**config.mk**
```make
export PLATFORM = sky130hd
export DESIGN_NAME = pulse_divider_bank_flat
export DESIGN_NICKNAME = d
export VERILOG_FILES = /design/src/rtl/pulse_divider_pkg.sv /design/src/rtl/pulse_divider_bank_if.sv /design/src/rtl/pulse_divider_channel.sv /design/src/rtl/pulse_divider_bank.sv /design/src/flat_wrapper.sv
export SDC_FILE = /design/constraint.sdc
export NUM_CORES = 1
export LEC_CHECK = 0
export BUFFER_PORTS_ARGS = -buffer_cell sky130_fd_sc_hd__buf_2
export CAP_MARGIN = 20
export CORE_MARGIN = 5
export CORE_UTILIZATION = 42
export DETAILED_ROUTE_END_ITERATION = 6
export GPL_TIMING_DRIVEN = 0
export PLACE_DENSITY = 0.62
export SETUP_SLACK_MARGIN = 0.15
export SYNTH_ARGS = -nofsm -noshare
export SYNTH_HDL_FRONTEND = slang
export SYNTH_SLANG_ARGS = --single-unit
```
**constraint.sdc**
```tcl
create_clock -name clk -period 8.9 [get_ports clk]
set_input_delay 1.335 -clock clk [delete_from_list [all_inputs] [get_ports clk]]
set_output_delay 1.335 -clock clk [all_outputs]
set_load 0.1 [all_outputs]
```
**src/rtl/pulse_divider_pkg.sv**
```systemverilog
// Shared constants, config record and divisor clamp for the pulse divider bank.
package pulse_divider_pkg;

  localparam int PKG_WIDTH = 16;
  localparam int DIV_MIN   = 2;

  typedef struct packed {
    logic [PKG_WIDTH-1:0] div;
    logic [PKG_WIDTH-1:0] duty;
  } cfg_t;

  // Divisors below DIV_MIN cannot form a period with a distinct terminal count.
  function automatic logic [31:0] clamp_div(input logic [31:0] div);
    return (div < 32'(DIV_MIN)) ? 32'(DIV_MIN) : div;
  endfunction

endpackage

```
**src/rtl/pulse_divider_bank_if.sv**
```systemverilog
// Configuration port of the pulse divider bank: per-channel divisor/duty loads.
interface pulse_divider_bank_if #(
  parameter int NCH   = 4,
  parameter int WIDTH = 16
);
  localparam int CHW = (NCH > 1) ? $clog2(NCH) : 1;

  // Handshake: a transfer happens on every rising clk edge where cfg_valid and
  // cfg_ready are both high. The master holds cfg_ch/cfg_div/cfg_duty stable while
  // cfg_valid is high; cfg_ready depends combinationally on cfg_ch only.
  logic             cfg_valid;
  logic             cfg_ready;
  logic [CHW-1:0]   cfg_ch;
  logic [WIDTH-1:0] cfg_div;
  logic [WIDTH-1:0] cfg_duty;

  modport master (output cfg_valid, cfg_ch, cfg_div, cfg_duty, input cfg_ready);
  modport slave  (input cfg_valid, cfg_ch, cfg_div, cfg_duty, output cfg_ready);

endinterface

```
**src/rtl/pulse_divider_channel.sv**
```systemverilog
// One divider channel: phase counter, active/shadow config and registered strobes.
module pulse_divider_channel #(
  parameter int WIDTH       = 16,
  parameter int DEFAULT_DIV = 25
) (
  input  logic             clk,
  input  logic             reset_n,
  input  logic             enable,
  input  logic             sync,
  input  logic             load,
  input  logic [WIDTH-1:0] load_div,
  input  logic [WIDTH-1:0] load_duty,
  output logic             pending,
  output logic             pulse,
  output logic             sclk
);

  typedef struct packed {
    logic [WIDTH-1:0] div;
    logic [WIDTH-1:0] duty;
  } ch_cfg_t;

  localparam ch_cfg_t RESET_CFG = '{div: WIDTH'(DEFAULT_DIV), duty: WIDTH'(DEFAULT_DIV / 2)};

  logic [WIDTH-1:0] cnt, cnt_d;
  logic             run, run_d;
  logic             pending_d;
  logic             tc;
  ch_cfg_t          active, active_d;
  ch_cfg_t          shadow, shadow_d;

  assign tc = run && (cnt == active.div - WIDTH'(1));

  always_comb begin
    run_d     = enable;
    cnt_d     = cnt;
    active_d  = active;
    shadow_d  = shadow;
    pending_d = pending;
    if (!enable) begin
      cnt_d = '0;
      if (pending) begin
        active_d  = shadow;
        pending_d = 1'b0;
      end
    end else if (!run || sync || tc) begin
      // Start, restart or wrap: every one of these is a period boundary.
      cnt_d = '0;
      if (pending) begin
        active_d  = shadow;
        pending_d = 1'b0;
      end
    end else begin
      cnt_d = cnt + WIDTH'(1);
    end
    if (load) begin
      if (!run || !enable || tc) begin
        active_d = {load_div, load_duty};
      end else begin
        shadow_d  = {load_div, load_duty};
        pending_d = 1'b1;
      end
    end
  end

  always_ff @(posedge clk or negedge reset_n) begin
    if (!reset_n) begin
      cnt     <= '0;
      run     <= 1'b0;
      active  <= RESET_CFG;
      shadow  <= '0;
      pending <= 1'b0;
      pulse   <= 1'b0;
      sclk    <= 1'b0;
    end else begin
      cnt     <= cnt_d;
      run     <= run_d;
      active  <= active_d;
      shadow  <= shadow_d;
      pending <= pending_d;
      pulse   <= run_d && (cnt_d == '0);
      sclk    <= run_d && (cnt_d < active_d.duty);
    end
  end

endmodule

```
**src/rtl/pulse_divider_bank.sv**
```systemverilog
// Bank of NCH runtime-programmable strobe/slow-clock dividers sharing one config port.
module pulse_divider_bank
  import pulse_divider_pkg::*;
#(
  parameter int NCH         = 4,
  parameter int WIDTH       = 16,
  parameter int DEFAULT_DIV = 25
) (
  input  logic                 clk,
  input  logic                 reset_n,
  input  logic [NCH-1:0]       enable,
  input  logic                 sync,
  pulse_divider_bank_if.slave  cfg,
  output logic [NCH-1:0]       pulse,
  output logic [NCH-1:0]       sclk
);

  localparam int             CHW     = (NCH > 1) ? $clog2(NCH) : 1;
  localparam logic [CHW:0]   NCH_LIM = (CHW + 1)'(NCH);

  logic [NCH-1:0]   pending;
  logic [NCH-1:0]   load;
  logic             ch_in_range;
  logic             accept;
  logic [WIDTH-1:0] div_clamped;

  // Out-of-range channels always accept so a stray write cannot stall the port.
  assign ch_in_range   = {1'b0, cfg.cfg_ch} < NCH_LIM;
  assign cfg.cfg_ready = !ch_in_range || !pending[cfg.cfg_ch];
  assign accept        = cfg.cfg_valid && cfg.cfg_ready;
  assign div_clamped   = WIDTH'(clamp_div(32'(cfg.cfg_div)));

  for (genvar i = 0; i < NCH; i++) begin : g_ch
    assign load[i] = accept && ch_in_range && (cfg.cfg_ch == CHW'(i));

    pulse_divider_channel #(
      .WIDTH       (WIDTH),
      .DEFAULT_DIV (DEFAULT_DIV)
    ) u_ch (
      .clk       (clk),
      .reset_n   (reset_n),
      .enable    (enable[i]),
      .sync      (sync),
      .load      (load[i]),
      .load_div  (div_clamped),
      .load_duty (cfg.cfg_duty),
      .pending   (pending[i]),
      .pulse     (pulse[i]),
      .sclk      (sclk[i])
    );
  end

endmodule
```
**src/flat_wrapper.sv**
```systemverilog
// flat-port wrapper written by rule: the top's interface ports become plain ports
module pulse_divider_bank_flat import pulse_divider_pkg::*;
#(
  parameter int NCH         = 4,
  parameter int WIDTH       = 16,
  parameter int DEFAULT_DIV = 25
)
  (clk, reset_n, enable, sync, pulse, sclk, cfg_cfg_valid, cfg_cfg_ch, cfg_cfg_div, cfg_cfg_duty, cfg_cfg_ready);
  pulse_divider_bank_if #(.NCH(NCH), .WIDTH(WIDTH)) cfg_i ();
  input  logic clk;
  input  logic reset_n;
  input  logic [NCH-1:0] enable;
  input  logic sync;
  output logic [NCH-1:0] pulse;
  output logic [NCH-1:0] sclk;
  input wire logic [$bits(cfg_i.cfg_valid)-1:0] cfg_cfg_valid;
  input wire logic [$bits(cfg_i.cfg_ch)-1:0] cfg_cfg_ch;
  input wire logic [$bits(cfg_i.cfg_div)-1:0] cfg_cfg_div;
  input wire logic [$bits(cfg_i.cfg_duty)-1:0] cfg_cfg_duty;
  output wire logic [$bits(cfg_i.cfg_ready)-1:0] cfg_cfg_ready;
  assign cfg_i.cfg_valid = cfg_cfg_valid;
  assign cfg_i.cfg_ch = cfg_cfg_ch;
  assign cfg_i.cfg_div = cfg_cfg_div;
  assign cfg_i.cfg_duty = cfg_cfg_duty;
  assign cfg_cfg_ready = cfg_i.cfg_ready;
  pulse_divider_bank #(.NCH(NCH), .WIDTH(WIDTH), .DEFAULT_DIV(DEFAULT_DIV)) u_core (.clk(clk), .reset_n(reset_n), .enable(enable), .sync(sync), .cfg(cfg_i), .pulse(pulse), .sclk(sclk));
endmodule
```
==> impl_metrics.env <==
export IMPL_cp_top_family="compound AO/OA/AOI/OAI gates"
export IMPL_hpwl_microns=37200
export IMPL_fmaxAchievable_ghz=0.175
export IMPL_leakage_nw=9.72
export IMPL_hp_class="reg -> reg"
export IMPL_power_density_nw_per_um2=209
export IMPL_postCtsSetupBuffers=0
export IMPL_worst_setup_path_type="reg -> reg"
export IMPL_layout_min_cycle_time_ns=5.71
export IMPL_postCtsHoldBufs=0
export IMPL_cts_buffer_depth=3
export IMPL_synth_seq_cells=336
export IMPL_skew_ns=0.0227
export IMPL_wire_per_inst_microns=19.9
export IMPL_clk_pin_slew_ns=0.06
export IMPL_layout_common_cells="dfrtp_1 (316), nor2_1 (171), mux2_2 (144)"
export IMPL_synthesis_nets=1978
export IMPL_run_status="complete, no violations"
export IMPL_grt_pass1_wl_microns=81000
export IMPL_areaGrowthSynthToFinish_pct=11.2
export IMPL_tightestPinTransition_ns=1.03
export IMPL_cp_buffers_inverters=2
export IMPL_clkSinkCount=336
export IMPL_grt_max_degree=90
export IMPL_die_h_microns=224
export IMPL_synth_area_per_cell_sq_um=10.3
export IMPL_hold_violations=0
export IMPL_synth_edff_count=0
export IMPL_grt_ovfl_total=0
export IMPL_pin_count=51
export IMPL_die_w_microns=224
export IMPL_row_count=78
export IMPL_finalSetupTns_ns=0
export IMPL_via_per_inst=5.61
export IMPL_cp_cell_sequence="clkbuf_1, nor4_4, nand2_1, a221o_1, nor4_1, nand4_1, a31oi_1, clkbuf_1, nand2_1, o21a_1, ha_1, a21o_1, a21o_1, a21oi_1, nor2_1, a2111oi_0, a21boi_0, a31oi_1, o21ai_0"
export IMPL_drt_iter0_drc=978
export IMPL_crit_slowest_cell="a2111oi_0"
export IMPL_fin_ws_ns=3.19
export IMPL_final_common_cell="dfrtp_1"
export IMPL_dr_total_vias=14380
export IMPL_path_max_fanout=10
export IMPL_critPathMaxStageDelay_ns=0.68
export IMPL_wl_microns=51000
export IMPL_arrival_ns=6.14
export IMPL_cp_start_kind="flop"
export IMPL_ys_flop_type="dfrtp_1"
export IMPL_period_share_pct=64.1
export IMPL_coreArea_sq_um=45400
export IMPL_pre_cts_slack_ns=3.35
export IMPL_grt_pass1_vias=14398
export IMPL_worst_ep_required_time_ns=9.33
export IMPL_report_final_slew_viol_count=0
export IMPL_rsz0062_at_grt="no"
export IMPL_synth_cells=1868
export IMPL_drive_above_1_share_pct=16.6
export IMPL_slew_headroom_pct=31.2
export IMPL_power_w=0.00448
export IMPL_postRouteAntennaNets=0
export IMPL_gr_usage_all_layers_pct=20.1
export IMPL_ys_types=87
export IMPL_cts_buffers=38
export IMPL_dr_pass1_iters=6
export IMPL_cap_viol_max_count=0
export IMPL_drc_errors=0
export IMPL_insertion_delay_ns=0.53
export IMPL_cts_tree="built"
export IMPL_cts_root_buf="clkbuf_16"
export IMPL_htreeDepth=2
export IMPL_seq_area_frac_synth_pct=43.8
export IMPL_portBuffers=21
export IMPL_die_area_sq_um=50300
export IMPL_synthArstFlopShare_pct=100
export IMPL_antenna_found_initial=3
export IMPL_fillerInstances=4206
export IMPL_yosysWarnings=0
export IMPL_cts_resized_gates=0
export IMPL_initial_core_util_pct=42.5
export IMPL_end_kind="flop"
export IMPL_setup_viol=0
export IMPL_post_route_util_pct=47.2
export IMPL_gp_congestion=0.843
export IMPL_syn_area_sq_um=19300
export IMPL_nNetsFinal=2043
export IMPL_vdd_drop_max_mv=0.167
-- path summary, 6_finish.rpt --
| kind | start | endpoint | slack [ns] | cells past startpoint |
|---|---|---|---|---|
| max in group asynchronous | reset_n | u_core.g_ch[1].u_ch.active[3] | 6.80 | 3 |
| min reg2reg | u_core.g_ch[2].u_ch.shadow[0] | u_core.g_ch[2].u_ch.shadow[0] | 0.49 | 2 |
| max reg2reg | u_core.g_ch[2].u_ch.active[18] | u_core.g_ch[2].u_ch.sclk | 3.19 | 19 |
| min in group asynchronous | reset_n | u_core.g_ch[3].u_ch.cnt[10] | 0.79 | 1 |
| max | u_core.g_ch[2].u_ch.active[18] | u_core.g_ch[2].u_ch.sclk | 3.19 | 19 |
| min | u_core.g_ch[2].u_ch.shadow[0] | u_core.g_ch[2].u_ch.shadow[0] | 0.49 | 2 |
-- flip-flops by register name, indices dropped and copies added, names as in the netlist --
| register | cells |
|---|---|
| u_core.g_ch.u_ch.active | 128 |
| u_core.g_ch.u_ch.pulse | 4 |
| u_core.g_ch.u_ch.cnt | 64 |
| u_core.g_ch.u_ch.shadow | 128 |
| u_core.g_ch.u_ch.run | 4 |
| u_core.g_ch.u_ch.pending | 4 |
| u_core.g_ch.u_ch.sclk | 4 |
-- synthesized netlist by cell type, types with 6 or more instances --
master,count,share of area (%)
mux2i_1,130,6.8
mux2_4,8,0.62
ha_1,68,4.4
nand3b_1,11,0.43
nand3_1,47,1.2
o21ai_0,87,2.3
a31oi_1,13,0.42
o21a_1,24,0.94
buf_1,13,0.25
buf_2,33,0.86
and3_1,30,0.97
or4_1,6,0.23
nand2b_1,11,0.36
clkbuf_1,76,1.5
mux2_2,144,8.4
o211ai_1,9,0.35
nor2b_1,7,0.23
dfrtp_1,316,41
nand4_1,31,1.0
nor3_1,52,1.4
nand2_1,88,1.7
and4_1,7,0.32
xnor2_1,72,3.3
nor2_1,171,3.3
dfstp_2,20,2.7
a21oi_1,96,2.5
buf_4,13,0.51
and2_1,7,0.23
inv_1,29,0.57
or3_1,7,0.23
nor4_1,16,0.52
xor2_1,68,3.1
a21o_1,52,2.0
-- tightest hold or removal path, stage by stage, from the launching register on --
cell and delay [ns]:
dfrtp_1 0.34, nand2_1 0.05, o21ai_0 0.06
-- where the power goes --
| part | internal, W | leakage, nW | switching (W) |
|---|---|---|---|
| combinational | 0.000453 | 4.99 | 0.000505 |
| clock | 0.000890 | 0.581 | 0.000622 |
| sequential | 0.00182 | 4.15 | 0.000190 |
| total | 0.00317 | 9.72 | 0.00132 |
-- per-layer routing --
metal  wire, microns  share of wire [%]  GRT usage (%)  vias up
li1                -                  -              -     6823
met2           23400                 46           32.3      344
met3            2630                5.2           3.51       70
met5              27              0.053              0        -
met4             857                1.7           4.16        4
met1           24100                 47           28.8     7139
-- metrics by stage --
stage / cell area [sq um] / cells / hold WS (ns)
after detailed placement: 20200 / 2492 / 0.479
after global placement: 20100 / 2489 / 0.471
after global routing: 21400 / 2562 / 0.516
after CTS: 21400 / 2561 / 0.492
after floorplan: 19300 / 1868 / 0.450
final: 21400 / 2565 / 0.486
-- layout make-up --
type,instances,area (sq um),area share (%)
timing repair buffer,25,203,0.946
multi-input combinational,1363,10100,46.9
clock buffer,61,1120,5.22
inverter,29,109,0.508
buffer,140,671,3.13
tap,600,751,3.51
sequential,336,8430,39.4
clock inverter,8,71.3,0.333
antenna,3,7.51,0.0351
-- cells by family (layout without fill, tap and decap cells) --
kind of cell / count (synthesis) / count (layout) / synth area share, %
other: 0 / 3 / 0
muxes: 282 / 282 / 15.8
DFF: 336 / 336 / 43.8
and+or+nand+nor: 524 / 524 / 14.0
buffers and inverters: 169 / 263 / 4.05
adders and majority gates: 68 / 68 / 4.42
xor gates and xnor gates: 141 / 141 / 6.48
AOI/OAI and AO/OA: 348 / 348 / 11.5
No activity file was read; power rests on OpenSTA's default activity.
